[config.mk]
export PLATFORM = sky130hd
export DESIGN_NAME = lsu_mem_stage
export DESIGN_NICKNAME = d
export VERILOG_FILES = /design/src/rtl/lsu_mem_stage.sv
export SDC_FILE = /design/constraint.sdc
export NUM_CORES = 1
export LEC_CHECK = 0
export BUFFER_PORTS_ARGS = -buffer_cell sky130_fd_sc_hd__buf_2
export CAP_MARGIN = 20
export CORE_MARGIN = 2
export CORE_UTILIZATION = 35
export CTS_CLUSTER_SIZE = 12
export DETAILED_ROUTE_END_ITERATION = 7
export PLACE_DENSITY = 0.67
export SKIP_CTS_REPAIR_TIMING = 1
export SLEW_MARGIN = 20
export SYNTH_ARGS = -nofsm -noshare
export SYNTH_HDL_FRONTEND = slang
export SYNTH_SLANG_ARGS = --single-unit
[constraint.sdc]
create_clock -name clk_i -period 3.6 [get_ports clk_i]
set_input_delay 0.36 -clock clk_i [delete_from_list [all_inputs] [get_ports clk_i]]
set_output_delay 0.36 -clock clk_i [all_outputs]
set_load 0.01 [all_outputs]
[src/rtl/lsu_mem_stage.sv]
// lsu_mem_stage: load/store unit bridging the single-cycle datapath to a req/ack data-memory bus
// Ports:
//   clk_i, reset_i (async, active-high)
//   datapath in : mem_read_i, mem_write_i, funct3_i, alu_result_i, write_data_i
//   datapath out: read_data_o (valid in DONE), stall_o, misaligned_o
//   bus out     : mem_req_o, mem_we_o, mem_addr_o, mem_wdata_o, mem_be_o
//   bus in      : mem_ack_i, mem_rdata_i
module lsu_mem_stage (
  input  logic        clk_i,
  input  logic        reset_i,
  input  logic        mem_read_i,
  input  logic        mem_write_i,
  input  logic [2:0]  funct3_i,
  input  logic [31:0] alu_result_i,
  input  logic [31:0] write_data_i,
  output logic [31:0] read_data_o,
  output logic        stall_o,
  output logic        misaligned_o,
  output logic        mem_req_o,
  output logic        mem_we_o,
  output logic [31:0] mem_addr_o,
  output logic [31:0] mem_wdata_o,
  output logic [3:0]  mem_be_o,
  input  logic        mem_ack_i,
  input  logic [31:0] mem_rdata_i
);
  typedef enum logic [1:0] {IDLE, REQ, DONE} state_t;
  state_t      state_q;
  logic [1:0]  lane_q;
  logic        is_byte_q, is_half_q, uns_q;
  logic [31:0] rdata_q;
  logic        is_byte, is_half, access, aligned, go;
  logic [3:0]  be_d;
  logic [31:0] wdata_d, rdata_d;
  logic [7:0]  byte_sel;
  logic [15:0] half_sel;
  // funct3[1:0] picks the size; 011/110/111 fall through to word
  assign is_byte      = funct3_i[1:0] == 2'b00;
  assign is_half      = funct3_i[1:0] == 2'b01;
  assign access       = mem_read_i | mem_write_i;
  assign aligned      = is_byte | (is_half ? ~alu_result_i[0] : alu_result_i[1:0] == 2'b00);
  assign go           = state_q == IDLE && access && aligned;
  assign stall_o      = go || state_q == REQ;
  assign misaligned_o = state_q == IDLE && access && !aligned;
  assign read_data_o  = state_q == DONE ? rdata_q : '0;
  always_comb begin
    be_d     = is_byte ? 4'b0001 << alu_result_i[1:0]
             : is_half ? (alu_result_i[1] ? 4'b1100 : 4'b0011) : 4'b1111;
    wdata_d  = is_byte ? {4{write_data_i[7:0]}} : is_half ? {2{write_data_i[15:0]}} : write_data_i;
    byte_sel = mem_rdata_i[{lane_q, 3'b000} +: 8];
    half_sel = mem_rdata_i[{lane_q[1], 4'b0000} +: 16];
    rdata_d  = is_byte_q ? {{24{~uns_q & byte_sel[7]}}, byte_sel}
             : is_half_q ? {{16{~uns_q & half_sel[15]}}, half_sel} : mem_rdata_i;
  end
  always_ff @(posedge clk_i or posedge reset_i)
    if (reset_i) begin
      state_q     <= IDLE;
      mem_req_o   <= 1'b0;
      mem_we_o    <= 1'b0;
      mem_addr_o  <= '0;
      mem_wdata_o <= '0;
      mem_be_o    <= '0;
      lane_q      <= '0;
      is_byte_q   <= 1'b0;
      is_half_q   <= 1'b0;
      uns_q       <= 1'b0;
      rdata_q     <= '0;
    end else begin
      case (state_q)
        IDLE: if (go) begin
          state_q     <= REQ;
          mem_req_o   <= 1'b1;
          mem_we_o    <= mem_write_i;
          mem_addr_o  <= {alu_result_i[31:2], 2'b00};
          mem_wdata_o <= wdata_d;
          mem_be_o    <= be_d;
          lane_q      <= alu_result_i[1:0];
          is_byte_q   <= is_byte;
          is_half_q   <= is_half;
          uns_q       <= funct3_i[2];
        end
        REQ: if (mem_ack_i) begin
          state_q   <= DONE;
          mem_req_o <= 1'b0;
          // stores return nothing, so keep the writeback value clean
          rdata_q   <= mem_we_o ? '0 : rdata_d;
        end
        default: state_q <= IDLE;
      endcase
    end
endmodule

# Word level (Yosys, flattened, before mapping)

Cells that the tools add are included.

ROM bits: 0
Bits in latches: 0
Memories kept: 0
Bits in writable memories: 0
Logic and storage cells: 54
Bits in registers: 107
Bits of input ports: 104
Output and inout port bits: 104

Equality and inequality tests: 5
Add/sub/neg operators: 0
$lt $le $gt $ge: 0
Multiply operators: 0
Reduce and logical (&&, ||, !) cells: 13
Shifts and indexed selects: 3
Divide/modulo/power cells: 0
Bitwise logic cells: 6
Multiplexer cells: 16

Operators by type and width:

| kind                                                              | number |
|---|---|
| 32-bit two-way mux                                                | 6 |
| 32-bit by 6-bit indexed part select with 16-bit output            | 1 |
| 32-bit by 6-bit indexed part select with 8-bit output             | 1 |
| 4-bit two-way mux                                                 | 3 |
| 2-bit zero test                                                   | 3 |
| 2-bit AND reduction                                               | 3 |
| 2-bit by 1-bit == test with 1-bit output, second input constant   | 2 |
| 2-bit two-way mux                                                 | 2 |
| 2-bit inequality test, second input constant                      | 2 |
| 2-bit one-hot mux with 2 select lines                             | 1 |
| 1-bit by 2-bit left shift with 4-bit output, first input constant | 1 |
| 1-bit logical AND                                                 | 3 |
| 1-bit two-way mux                                                 | 3 |
| 3-bit AND reduction                                               | 1 |
| 1-bit AND                                                         | 2 |
| 2-bit == test, second input constant                              | 1 |
| 1-bit inverter                                                    | 2 |
| 1-bit OR                                                          | 2 |
| 1-bit one-hot mux with 2 select lines                             | 1 |
| 2-bit nonzero test                                                | 1 |
| 1-bit zero test                                                   | 1 |
| 1-bit logical OR                                                  | 1 |

# Longest topological paths before layout

Word-level depth: 6
Depth in mapped cells: 7
Depth with buffers taken out: 4

# Worst setup path after synthesis

No wires, ideal clock.

Path kind: input-to-output
Start: input port funct3_i[1]
End: output port stall_o
Stages on the path: 6
Data required time: 3.240 ns
Arrival time: 1.359 ns
Setup slack: 1.881 ns
Buffers on the path: 3
Cell sequence: clkbuf_1 o21ai_1 nand4b_1 buf_2 buf_2 nand2_1

Longest elaborated chain between the ends: 5
Elaborated cells between the ends (all ways): 6
Those cells by class: eq/ne (1); mux (1); bitwise (1); reduce/logical (3)

Ends and longest elaborated chain:

| what                                     | line | source |
|---|---|---|
| from (decl)                              | 13   | `input logic [2:0] funct3_i,` |
| 2-bit by 1-bit == test with 1-bit output | 39   | `assign is_half = funct3_i[1:0] == 2'b01;` |
| 1-bit two-way mux                        | 41   | `assign aligned = is_byte \| (is_half ? ~alu_result_i[0] : alu_result_i[1:0] == 2'b00);` |
| 1-bit OR (*)                             | 41   |  |
| 1-bit logical AND (*)                    | 42   | `assign go = state_q == IDLE && access && aligned;` |
| 1-bit logical OR (*)                     | 43   | `assign stall_o = go \|\| state_q == REQ;` |
| to (decl)                                | 17   | `output logic stall_o,` |

Every way passes the cells marked *; elsewhere a longest branch is shown, timed or not.

# Worst setup path after layout

Same ends and word-level chain as after synthesis.

==> results.sh <==
export IMPL_rsz0062_at_grt="no"
export IMPL_vdd_drop_max_v=0.000332
export IMPL_slew_violations=0
export IMPL_row_count=44
export IMPL_portBuffers=205
export IMPL_power_mw=4.57
export IMPL_grt_pass1_vias=4381
export IMPL_antenna_found_initial=0
export IMPL_firstDrtPassIters=4
export IMPL_wl_per_cell_um=15.6
export IMPL_layout_nets=841
export IMPL_crit_path_end_kind="primary output"
export IMPL_cts_clk_slew_worst_paths_ns=0.08
export IMPL_powerDensity_mw_per_mm2=685
export IMPL_finalWeightedCongestion=0.775
export IMPL_n_antenna_cell=0
export IMPL_fmax_mhz=465
export IMPL_drt_first_iter_violations=265
export IMPL_synth_top_cell_by_area="dfrtp_1"
export IMPL_synth_edf_count=0
export IMPL_setup_viol=0
export IMPL_root_buffer="clkbuf_16"
export IMPL_post_route_min_period_ns=2.15
export IMPL_grt_pass1_wl_um=23100
export IMPL_crit_chain="buf_2, o21ai_1, nand4b_1, nand2_1, buf_2"
export IMPL_die_y_um=126
export IMPL_drv_cap=0
export IMPL_setup_tns_ns=0
export IMPL_ant_nets=0
export IMPL_ff2ff_setup_slack_ns=1.49
export IMPL_path_buf_inv=2
export IMPL_crit_type="in2out"
export IMPL_fin_ws_ns=1.45
export IMPL_slowest_delay_ns=0.55
export IMPL_wirelength_um=14400
export IMPL_cts_max_path_buffers=2
export IMPL_hold_path_class="in2async"
export IMPL_critPathLaunchType="primary input"
export IMPL_dieArea_mm2=0.0159
export IMPL_synth_area_top_cells="dfrtp_1 (51%), nand2_1 (12%), mux2i_1 (6.0%), o21ai_1 (5.0%), and2_1 (3.8%)"
export IMPL_yosys_warnings=0
export IMPL_htreeDepth=3
export IMPL_clk_latency_ns=0.35
export IMPL_skew_ns=0.00772
export IMPL_rr_startpoint="lane_q[1]"
export IMPL_relSlewSlack_pct=39.7
export IMPL_dp_slack_ns=1.41
export IMPL_floorplan_initialDensity_pct=35.9
export IMPL_drc=0
export IMPL_gr_usage_all_layers_pct=18.1
export IMPL_critPathTopFamily="buffers and inverters"
export IMPL_fillers=1453
export IMPL_num_vias=4567
export IMPL_outcome="finished, final reports clean"
export IMPL_die_w_um=126
export IMPL_numCtsBuffers=9
export IMPL_worstPathRequired_ns=3.24
export IMPL_crit_arrival_ns=1.79
export IMPL_yosysTopAreaCellShare_pct=51.4
export IMPL_critPathMaxFanout=34
export IMPL_area_delta_synth_final_pct=28.1
export IMPL_fin_crit_sh_pct=59.8
export IMPL_postSynthAreaPerCell_um2=9.51
export IMPL_io_pins=208
export IMPL_cts_tree="done"
export IMPL_synth_seq_cells=107
export IMPL_r2r_end="rdata_q[10]"
export IMPL_crit_top_cell="buf_2"
export IMPL_async_flop_share_pct=100
export IMPL_syn_inst=548
export IMPL_yosysSeqAreaShare_pct=51.4
export IMPL_grt_overflow=0
export IMPL_synth_most_common_cell="nand2_1"
export IMPL_crit_slowest_cell="buf_2"
export IMPL_synth_common_cells="nand2_1 (167), dfrtp_1 (107), o21ai_1 (52)"
export IMPL_grt_max_degree=70
export IMPL_core_area_mm2=0.0145
export IMPL_worstMarginPinSlew_ns=0.904
export IMPL_ys_flop_type="dfrtp_1"
export IMPL_cts_sinks=107
export IMPL_drive_above_1_share_pct=33.7
export IMPL_viasPerCell=4.93
export IMPL_synthesis_area_mm2=0.00521
export IMPL_hpwlAfterDp_um=10300
export IMPL_yosysUniqueCellTypes=43
export IMPL_p_leak_nw=3.59
export IMPL_rr_worst_depth=4
export IMPL_hold_violations=0
stage by stage:
| stage | utilization, % | area (µm²) | std cells | hold slack, ns |
|---|---|---|---|---|
| 2_1_floorplan | - | 5220 | 549 | 0.452 |
| 3_3_place_gp | 43.8 | 6370 | 910 | 0.453 |
| 3_5_place_dp | 43.8 | 6370 | 910 | 0.456 |
| 4_1_cts | 45.9 | 6680 | 926 | 0.178 |
| 5_1_grt | 45.9 | 6680 | 926 | 0.190 |
| 6_report | 45.9 | 6680 | 926 | 0.181 |
registers in the layout, summed over array words and instances, names as in the netlist:
name / count
mem_we_o: 1
lane_q: 2
is_byte_q: 1
mem_req_o: 1
mem_wdata_o: 32
state_q: 2
mem_be_o: 4
uns_q: 1
rdata_q: 32
is_half_q: 1
mem_addr_o: 30
where the power goes:
| group | internal, mW | leakage (nW) | total, mW | switching, mW |
|---|---|---|---|---|
| Combinational | 0.709 | 2.10 | 1.57 | 0.863 |
| Clock | 0.554 | 0.150 | 1.04 | 0.484 |
| Sequential | 1.68 | 1.34 | 1.96 | 0.281 |
| Total | 2.95 | 3.59 | 4.57 | 1.63 |
worst max path at each step:
| stage | startpoint | to | slack, ns | cells after the start |
|---|---|---|---|---|
| CTS | funct3_i[1] | stall_o | 1.40 | 5 |
| finish | funct3_i[1] | stall_o | 1.45 | 5 |
| global route | funct3_i[1] | stall_o | 1.27 | 5 |
| global placement | funct3_i[1] | stall_o | 1.46 | 5 |
| floorplan | reset_i | is_byte_q | 0.42 | 1 |
| detailed placement | funct3_i[1] | stall_o | 1.41 | 5 |
metal layers:
| metal | track usage [%] | up-vias | wire length (µm) |
|---|---|---|---|
| met5 | 0 | - | 0 |
| met4 | 6.27 | 0 | 246 |
| met3 | 4.67 | 16 | 1010 |
| met2 | 28.6 | 165 | 6570 |
| met1 | 24.3 | 2159 | 6580 |
| li1 | - | 2227 | - |
cells by family (layout without fill, tap and decap cells):
| family | Yosys count | count (layout) | share of synthesized area, % |
|---|---|---|---|
| AOI/OAI and AO/OA | 108 | 108 | 12.8 |
| buffers and inverters | 44 | 237 | 4.39 |
| DFF | 107 | 107 | 51.4 |
| muxes | 48 | 48 | 11.4 |
| other | 1 | 2 | 0.0719 |
| and+or+nand+nor | 240 | 240 | 20.0 |
area by class of cell:
type	instances	area, µm²	share of cell area [%]
sequential	107	2680	40.1
timing repair buffer	218	1140	17.0
clock inverter	7	82.6	1.24
tap	184	230	3.45
inverter	3	13.8	0.206
clock buffer	9	225	3.37
multi-input combinational	398	2310	34.6
layout by cell type, fill, tap and decap left out, types with 9 or more instances in the layout:
cell / count
a21oi_1: 26
and2_1: 32
buf_2: 205
buf_4: 12
clkbuf_16: 9
dfrtp_1: 107
mux2_1: 9
mux2i_1: 31
nand2_1: 167
nor2_1: 27
o21ai_1: 52
(Power assumes the default switching activity.)
